==> src/rtl/fifo_write_arbiter.sv <==
// fifo_write_arbiter: round-robin write arbiter feeding a FIFO, with a mirrored occupancy count.
// Optional macro FIFO_ARB_HWM_EN adds the occ_hwm high-water-mark output. Rev 1.0
`default_nettype none

`ifndef WIDTH
`define WIDTH 8
`endif

module fifo_write_arbiter #(
   parameter int WIDTH = `WIDTH,
   parameter int N_REQ = 4,
   parameter int DEPTH = 32
) (
   input  logic                         clk,
   input  logic                         reset,
   input  logic [N_REQ-1:0]             req_valid,
   input  logic [N_REQ*WIDTH-1:0]       req_data,
   output logic [N_REQ-1:0]             req_ready,
   input  logic                         cons_read,
   output logic                         fifo_write,
   output logic [WIDTH-1:0]             fifo_data,
   output logic [$clog2(N_REQ)-1:0]     grant_id,
   output logic                         fifo_read,
   output logic [$clog2(DEPTH+1)-1:0]   occ,
   output logic                         cons_valid
`ifdef FIFO_ARB_HWM_EN
   ,
   output logic [$clog2(DEPTH+1)-1:0]   occ_hwm
`endif
);

   localparam int PW = $clog2(N_REQ);
   localparam int OW = $clog2(DEPTH+1);

   logic [PW-1:0] rr_ptr;
   logic [PW-1:0] grant_idx;
   logic [PW-1:0] cand;
   logic          found;
   logic          space;
   logic          transfer;
   logic [OW-1:0] occ_next;

   // A write still in the output register already claims a FIFO slot.
   assign space = ({1'b0, occ} + {{OW{1'b0}}, fifo_write}) < (OW+1)'(DEPTH);

   always_comb begin
      grant_idx = '0;
      found     = 1'b0;
      cand      = '0;
      for (int k = 0; k < N_REQ; k++) begin
         cand = PW'((int'(rr_ptr) + k) % N_REQ);
         if (!found && req_valid[cand]) begin
            found     = 1'b1;
            grant_idx = cand;
         end
      end
      req_ready = '0;
      if (found && space && !reset)
         req_ready[grant_idx] = 1'b1;
   end

   assign transfer   = |(req_valid & req_ready);
   assign fifo_read  = cons_read & (occ != '0);
   assign cons_valid = (occ != '0);
   assign occ_next   = occ + OW'(fifo_write) - OW'(fifo_read);

   always_ff @(posedge clk or posedge reset) begin
      if (reset) begin
         rr_ptr     <= '0;
         occ        <= '0;
         fifo_write <= 1'b0;
         fifo_data  <= '0;
         grant_id   <= '0;
      end else begin
         fifo_write <= transfer;
         occ        <= occ_next;
         if (transfer) begin
            fifo_data <= req_data[grant_idx*WIDTH +: WIDTH];
            grant_id  <= grant_idx;
            rr_ptr    <= (grant_idx == PW'(N_REQ-1)) ? '0 : grant_idx + 1'b1;
         end
      end
   end

`ifdef FIFO_ARB_HWM_EN
   always_ff @(posedge clk or posedge reset) begin
      if (reset)
         occ_hwm <= '0;
      else if (occ_next > occ_hwm)
         occ_hwm <= occ_next;
   end
`endif

endmodule

`default_nettype wire

==> config.mk <==
export PLATFORM = sky130hd
export DESIGN_NAME = fifo_write_arbiter
export DESIGN_NICKNAME = d
export VERILOG_FILES = /design/src/rtl/fifo_write_arbiter.sv
export SDC_FILE = /design/constraint.sdc
export NUM_CORES = 1
export LEC_CHECK = 0
export ABC_AREA = 1
export ABC_CLOCK_PERIOD_IN_PS = 3100
export BUFFER_PORTS_ARGS = -buffer_cell sky130_fd_sc_hd__buf_4
export CORE_MARGIN = 10
export CORE_UTILIZATION = 24
export CTS_CLUSTER_DIAMETER = 120
export DETAILED_ROUTE_END_ITERATION = 16
export GPL_ROUTABILITY_DRIVEN = 1
export PLACE_DENSITY = 0.53
export SLEW_MARGIN = 25
export SYNTH_ARGS = -nofsm -noshare
export SYNTH_HDL_FRONTEND = slang
export SYNTH_SLANG_ARGS = --single-unit
==> constraint.sdc <==
create_clock -name clk -period 3.1 [get_ports clk]
set_input_delay 0.62 -clock clk [delete_from_list [all_inputs] [get_ports clk]]
set_output_delay 0.62 -clock clk [all_outputs]
set_load 0.005 [all_outputs]
==> run summary <==
The flow ran to the end, and the final reports show no timing, DRC or antenna violations. The clock insertion delay at the later pin of the skew report came out at 250 ps. The via count of the first global-routing pass is 1937. On the worst path, the slowest cell contributes a delay of 510 ps. The cell count after placement is 438. The initial detailed-routing violation count is 50. For this run, the leading register cell type out of synthesis is dfrtp_1. The required time of the critical path came out at 2480 ps. The async set or reset register ratio after synthesis is 1.00. The total count of hold-check failures in the final report came out at 0. The total number of placement rows is 31. The number of antenna-violating nets in the routed design came out at 0.

For this design the top-level I/O count stands at 62. The count of flip-flops with a built-in enable after synthesis is 0. Port buffering added 61 buffers. The fraction of post-synthesis cell area in the top cell type by area is 0.259. The longest clock path from root to sink contains 2 buffers. Counting flops and latches in the post-synthesis netlist gives 19. The biggest area contributor in the post-synthesis netlist is dfrtp_1. After synthesis, the most frequently instantiated cells are nand2_1, inv_1, nand3_1, nand4_1, dfrtp_1. The synthesized netlist occupies a cell area of 1840 um2.

STA classifies the critical path startpoint as a flip-flop. Entering global routing, the biggest net connects 22 pins. The cell count after synthesis is 280. The first-pass GRT wire length is 9110 um. The critical-path cell with the highest stage delay is dfrtp_2. The routed length per placed instance is 12.7 um.

Global routing finished with a remaining overflow of 0. Setup repair after global routing left no endpoint under its margin. The die area came out at 11600 um2. The combined global-route utilization of all metal layers came out at 0.0939. The setup clock skew after layout came out at 9.43 ps.

The number of fillers in the final layout came out at 802. The minimum period implied by the final worst setup slack came out at 2860 ps. The initial utilization of the core area, before any placement, comes to 0.250. The met1 routed wirelength after detailed routing is 2480 um. Compared with the post-synthesis result, the final layout area differs by 33.5%. The maximum fanout encountered on the critical timing path came out at 11. The data arrival time at the worst-slack endpoint came out at 2240 ps. The ratio of total power to cell area came out at 1150 nW/um2. The highest metal layer carrying signal wires in the routed design is met4. The TritonCTS buffer count came out at 3. The warning count from the yosys run came out at 0. The number of buffers inserted by hold repair at cts came out at 0.

The critical path is of the flip-flop to output pin type. In this run the number of H-tree levels came out at 1. The clock sink count is 19. The tool flagged a number of max-cap violations equal to 0.

From left edge to right edge, the die measures 108 um. The met3 layer wire length in the routed design is 399 um. Setup violations remaining at the end of the flow were counted as 0. The routed design uses 2710 um of met2 wire. The share of the Yosys chip area taken by registers is 0.259. Buffers added to address setup during post-CTS repair amount to 0. The total wirelength of the detailed-routed design is 5610 um. The core region is 7370 um2.

The worst pin sits at a relative slew slack of 0.743. The number of antenna repair diodes is 0. The detailed placer's ending HPWL came out at 4550 um. The final clock period utilization by the worst path came out at 0.924.

The post-CTS clock slew at the launch and capture registers of the worst setup and hold paths is 80 ps. For this run, design rule violations remaining after detail routing come to 0. The worst voltage drop across the vdd grid is 0.000529 V. In this run, distinct cell masters in the synthesized netlist total 26. STA classifies the critical path endpoint as an output pin.

The most used standard cell by instance count after synthesis is nand2_1. The initial antenna violation count came out at 0. In the post-synthesis netlist, the biggest area contributors are dfrtp_1, nand2_1, inv_1. The root buffer cell is clkbuf_8. Detailed routing inserted a total of 1888 vias. The final layout contains 400 nets. At the pin with the least slew margin, the transition time is 384 ps. The number of detailed-route iterations in the first pass came out at 4.

The clock tree from TritonCTS is done. Dividing the detail-routed via count by the number of cells gives 4.27. The leakage power summed over all cells is 1.45 nW. Routability-driven placement finished with a final weighted congestion of 0.880. Walking the worst path, the cells encountered are inv_4, nand2_1, nand3_1, nand2_2, nor2_4, nand3_1, nand2_2, clkinv_1, ha_1, inv_1, nor2_1, buf_4. The class of the tightest hold or removal check is input port to asynchronous set/reset pin. For this run, the top clock speed supported by timing is 349 MHz. The fraction of final layout cells with drive strength greater than 1 is 0.268. The post-layout instance count excluding filler cells is 442. The total nets after synthesis is 336. The final-report max-slew violation count came to 0.

Measured along the y axis, the die boundary spans 108 um. The final total negative setup slack came out at 0 ps. The post-synthesis area per instance is 6.57 um2.
timing repair:
item,4_1_cts,5_1_grt
endpoints found under the setup margin,2,3
endpoints found under the hold margin,0,0
gates resized for setup,1,2
where the power goes:
part	switching (W)	internal [W]
clock	0.0000816	0.0000892
sequential	0.000121	0.000381
combinational	0.00129	0.000845
layout make-up:
type	count	area, um2	share of cell area
inverters	61	231	0.0943
multi-input cells	191	1070	0.434
clock buffers	3	41.3	0.0168
well taps	99	124	0.0505
repair buffers	68	510	0.208
flip-flops and latches	19	477	0.194
clock inverters	1	5.00	0.00204
kinds of logic after synthesis:
family,Yosys count,synth area share
AO/OA/AOI/OAI,10,0.0279
XOR/XNOR,5,0.0238
adder cells (fa/ha/maj),17,0.120
buffers and inverters,70,0.163
flip-flops,19,0.259
AND/OR/NAND/NOR,159,0.407
layer usage:
metal	track usage	up-vias
met5	0	-
met4	0.0172	0
met1	0.114	850
li1	-	992
met3	0.0269	2
met2	0.161	44
registers in the layout, summed over array words and instances, names as in the netlist:
register    cells
fifo_data       8
grant_id        2
occ             6
fifo_write      1
rr_ptr          2
worst max-delay path, delay by kind of cell (launching register included):
kind          cells  cell delay (ps)
simple gates      7              780
flops             1              510
buf+inv           4              480
fa+ha+maj         1              230
per-stage QoR:
stage	setup slack (ps)	utilization	hold WS (ps)	power, W	area (um2)
final	236	0.333	450	0.00281	2450
after global routing	13.9	0.333	487	0.00317	2450
after CTS	97.7	0.332	481	0.00284	2450
after detailed placement	235	0.326	470	0.00265	2400
after global placement	302	0.326	467	0.00265	2400
after floorplan	571	-	472	0.00199	1840
worst paths after layout:
path                                            endpoint  slack, ps  cells after the start                startpoint
worst max-delay path                        req_ready[3]        240                     12     rr_ptr[0]$_DFFE_PP0P_
worst min-delay path            fifo_data[0]$_DFFE_PP0P_        450                      3                     reset
worst max register to register   grant_id[1]$_DFFE_PP0P_        570                     13     rr_ptr[0]$_DFFE_PP0P_
worst min register to register  fifo_data[7]$_DFFE_PP0P_        490                      2  fifo_data[7]$_DFFE_PP0P_
max in group asynchronous          rr_ptr[0]$_DFFE_PP0P_       2420                      3                     reset
min in group clk                fifo_data[7]$_DFFE_PP0P_        490                      2  fifo_data[7]$_DFFE_PP0P_
cells in the final DEF (no fill, tap or decap), types with 3 or more instances in the layout:
cell type	instances
nand2_2	10
nand3_1	24
clkbuf_8	3
ha_1	16
buf_4	68
xor2_1	3
dfrtp_1	18
inv_1	57
nand2_1	87
nor2_1	10
o21ai_0	6
nand4_1	21
No activity file was read; power rests on OpenSTA's default activity.
